<file path="config.mk">
export PLATFORM = sky130hd
export DESIGN_NAME = pipe_mux
export DESIGN_NICKNAME = d
export VERILOG_FILES = /design/src/rtl/pipe_mux.sv
export SDC_FILE = /design/constraint.sdc
export NUM_CORES = 1
export LEC_CHECK = 0
export ABC_AREA = 0
export BUFFER_PORTS_ARGS = -buffer_cell sky130_fd_sc_hd__buf_2
export CORE_UTILIZATION = 44
export DETAILED_ROUTE_END_ITERATION = 12
export PLACE_DENSITY = 0.85
export SKIP_CTS_REPAIR_TIMING = 1
export SYNTH_ARGS = -nofsm -noshare
export SYNTH_HDL_FRONTEND = slang
export SYNTH_SLANG_ARGS = --single-unit
</file>
<file path="constraint.sdc">
create_clock -name clk -period 1.2 [get_ports clk]
set_input_delay 0.06 -clock clk [delete_from_list [all_inputs] [get_ports clk]]
set_output_delay 0.06 -clock clk [all_outputs]
set_load 0.005 [all_outputs]
</file>
<file path="src/rtl/pipe_mux.sv">
// pipe_mux: one-cycle registered N:1 mux with stall/flush, saturating stall counter and sticky select error
module pipe_mux #(
    parameter int WIDTH  = 32,
    parameter int NUM_IN = 2,
    parameter int SEL_W  = 3,
    parameter int CNT_W  = 4
) (
    input  logic                    clk,
    input  logic                    reset,
    input  logic [NUM_IN*WIDTH-1:0] in_bus,
    input  logic [SEL_W-1:0]        sel,
    input  logic                    in_valid,
    input  logic                    stall,
    input  logic                    flush,
    output logic [WIDTH-1:0]        out,
    output logic                    out_valid,
    output logic [SEL_W-1:0]        out_sel,
    output logic [CNT_W-1:0]        stall_cnt,
    output logic                    sel_err
);
    logic [WIDTH-1:0] out_q, out_d, pick;
    logic             valid_q, valid_d;
    logic [SEL_W-1:0] sel_q, sel_d;
    logic [CNT_W-1:0] cnt_q, cnt_d;
    logic             err_q, err_d;
    logic             in_range;
    logic             capture;

    assign in_range = 32'(sel) < NUM_IN;
    assign capture  = !flush && !stall;

    // pick the addressed input; an out-of-range index yields all-zero
    always_comb begin
        pick = '0;
        for (int k = 0; k < NUM_IN; k++)
            if (32'(sel) == k) pick = in_bus[k*WIDTH +: WIDTH];
    end

    // next state with flush over stall over capture; reset is applied in the register block
    always_comb begin
        out_d   = flush ? '0 : stall ? out_q : pick;
        valid_d = !flush && (stall ? valid_q : in_valid);
        sel_d   = flush ? '0 : stall ? sel_q : sel;
        cnt_d   = (flush || !stall) ? '0 : (&cnt_q ? cnt_q : cnt_q + 1'b1);
        err_d   = err_q || (capture && in_valid && !in_range);
    end

    // state registers with synchronous reset; every output comes straight from here
    always_ff @(posedge clk) begin
        if (reset) begin
            out_q   <= '0;
            valid_q <= 1'b0;
            sel_q   <= '0;
            cnt_q   <= '0;
            err_q   <= 1'b0;
        end else begin
            out_q   <= out_d;
            valid_q <= valid_d;
            sel_q   <= sel_d;
            cnt_q   <= cnt_d;
            err_q   <= err_d;
        end
    end

    assign out       = out_q;
    assign out_valid = valid_q;
    assign out_sel   = sel_q;
    assign stall_cnt = cnt_q;
    assign sel_err   = err_q;
endmodule
</file>
==> impl_metrics.tcl <==
set metrics [dict create \
    crit_path_start_kind "input port" \
    final_cells 377 \
    grt_use_met3_pct 5.52 \
    grt_pass1_wl_um 6820 \
    num_vias 1749 \
    violations "design-rule violations" \
    portBuffers 112 \
    dpl.hpwl_um 3080 \
    track_usage_pct 17.5 \
    slew_headroom_pct 69.0 \
    placed_area_mm2 0.00251 \
    fin_crit_ps 1110 \
    met2_usage_pct 33.9 \
    layout-drive-gt1-share_pct 39.4 \
    clk_pin_slew_ps 80 \
    overflow 0 \
    path_class "in2reg" \
    drt-total-wl_um 4140 \
    finalNetCount 397 \
    synth_most_common_cell "dfxtp_1" \
    dieArea_mm2 0.00480 \
    cp_max_fo 32 \
    ant_nets 0 \
    power_leakage_nw 1.31 \
    fin_ws_ps 89.5 \
    clock_skew_ps 0.186 \
    clockBufferDepth 2 \
    initial_core_util_pct 45.7 \
    synth_top_area_cell "dfxtp_1" \
    fp-row-count 24 \
    syn_to_final_growth_pct 32.4 \
    synth_common_cells "41 x dfxtp_1, 36 x mux2i_1, 35 x nand2_1" \
    post-route-util_pct 60.6 \
    post-synth-top-area-fraction_pct 41.2 \
    synth_flop_cell "dfxtp_1" \
    clock_sinks 41 \
    hold_viol 0 \
    drv_cap 0 \
    cts_tree "built" \
    peakVddDrop_uv 593 \
    antennaDiodeCount 0 \
    required_ps 1410 \
    ys_async_sr_fraction_pct 0 \
    pre_cts_ws_ps 55.5 \
    viasPerCell 4.64 \
    stdcell_area_mm2 0.00264 \
    grt_max_degree 41 \
    root_buffer "clkbuf_8" \
    synth_edf_count 0 \
    synth_seq_cells 41 \
    die_h_um 69.3 \
    place.gp.congestion 0.687 \
    synth_area_leaders "dfxtp_1 41%, mux2i_1 18%, nor2b_1 10%, o21ai_1 8.0%, nand2_1 6.6%" \
    syn_inst 214 \
    globalRoute.busiestLayer "met2" \
    min_period_over_period_pct 92.5 \
    cts-htree-levels 2 \
    setup_viol 0 \
    final_max_slew_viol_count 0 \
    antenna_found_initial 0 \
    cts_buffers 5 \
    power.density_mw_per_mm2 1120 \
    dieWidth_um 69.3 \
    crit_arrival_ps 1320 \
    wl_per_cell_um 11.0 \
    dp_cells 368 \
    grt_pass1_vias 1617 \
    drt-initial-drc-count 71 \
    tightestPinTransition_ps 465 \
    avgSynthCellArea_um2 9.31 \
    hp-class "in2reg" \
    yosysSeqAreaShare_pct 41.2 \
    end_kind "register" \
    max_freq_mhz 901 \
    n_fill_cell 391 \
    drc_errors 1 \
    status "finished with violations" \
    yosysUniqueCellTypes 24 \
    met1_usage_pct 18.1 \
    yosysWarnings 0 \
    clock_latency_ps 280 \
    syn_area_mm2 0.00199 \
    ios 113 \
    coreArea_mm2 0.00435 \
    firstDrtPassIters 8 \
    syn_nets 287 \
]
==> layer usage <==
metal  vias to the layer above  share of wire (%)
met5                         -                  0
met4                         0               0.65
met3                         5                6.2
met2                        64                 52
met1                       747                 41
li1                        933                  -
==> metrics by stage <==
step | hold slack, ps | total power (W) | TNS, ps
after global placement | 286 | 0.00186 | 0
after detailed placement | 294 | 0.00188 | 0
after floorplan | 166 | 0.00173 | 0
after CTS | -12.5 | 0.00300 | 0
after global routing | 30.1 | 0.00311 | -3.54
final | 22.4 | 0.00296 | 0
==> flip-flops by register name (all words and copies together), names as in the netlist <==
| name | cells |
|---|---|
| stall_cnt | 4 |
| sel_err | 1 |
| out_sel | 3 |
| out | 32 |
| out_valid | 1 |
==> report_power, final <==
group	switching [W]	internal, W
Combinational	0.000192	0.000242
Sequential	0.0000167	0.00139
Clock	0.000441	0.000678
Total	0.000650	0.00231
==> layout make-up <==
| type | instances | area [µm²] | area share (%) |
|---|---|---|---|
| multi-input cells | 157 | 985 | 37.3 |
| flip-flops and latches | 41 | 822 | 31.2 |
| repair buffers | 118 | 646 | 24.5 |
| clock buffers | 7 | 86.3 | 3.27 |
| well taps | 52 | 65.1 | 2.47 |
| clock inverters | 1 | 30.0 | 1.14 |
| inverters | 1 | 3.75 | 0.142 |
==> placed cells by master, fill, tap and decap left out <==
master and instances:
nand2b_1 1, clkbuf_8 6, nor2b_1 32, dlygate4sd3_1 1, dfxtp_1 40, a31oi_1 1
bufinv_16 1, xnor2_1 1, dfxtp_2 1, nand2_1 35, inv_1 1, o32ai_2 1
a211oi_1 1, buf_4 2, o21ai_1 32, a21oi_1 1, buf_2 112, ha_2 1
or2_1 1, nor2_1 10, o21ai_2 1, nand3_1 2, buf_12 3, mux2i_1 36
nor3_1 1, clkbuf_1 1
==> critical path, stage by stage <==
cell and delay, ps:
dlygate4sd3_1 540, buf_2 140, nor2_1 160, o21ai_2 100, buf_12 190, nor2b_1 140
==> path summary, 6_finish.rpt <==
| check | from | endpoint | slack, ps | depth (start not counted) |
|---|---|---|---|---|
| hold reg to reg | out_valid | out_valid | 470 | 2 |
| hold / removal | sel[1] | out_sel[1] | 20 | 3 |
| setup reg to reg | stall_cnt[1] | stall_cnt[0] | 120 | 4 |
| setup / recovery | reset | out[5] | 90 | 6 |
==> cells by family (layout without fill, tap and decap cells) <==
logic type / after synthesis / after routing / synth area share [%]
and+or+nand+nor: 82 / 82 / 19.9
xor gates and xnor gates: 1 / 1 / 0.440
AOI/OAI and AO/OA: 37 / 37 / 10.2
DFF: 41 / 41 / 41.2
adders and majority gates: 1 / 1 / 0.628
muxes: 36 / 36 / 18.1
buffers and inverters: 16 / 127 / 9.48
No activity file was read; power rests on OpenSTA's default activity.
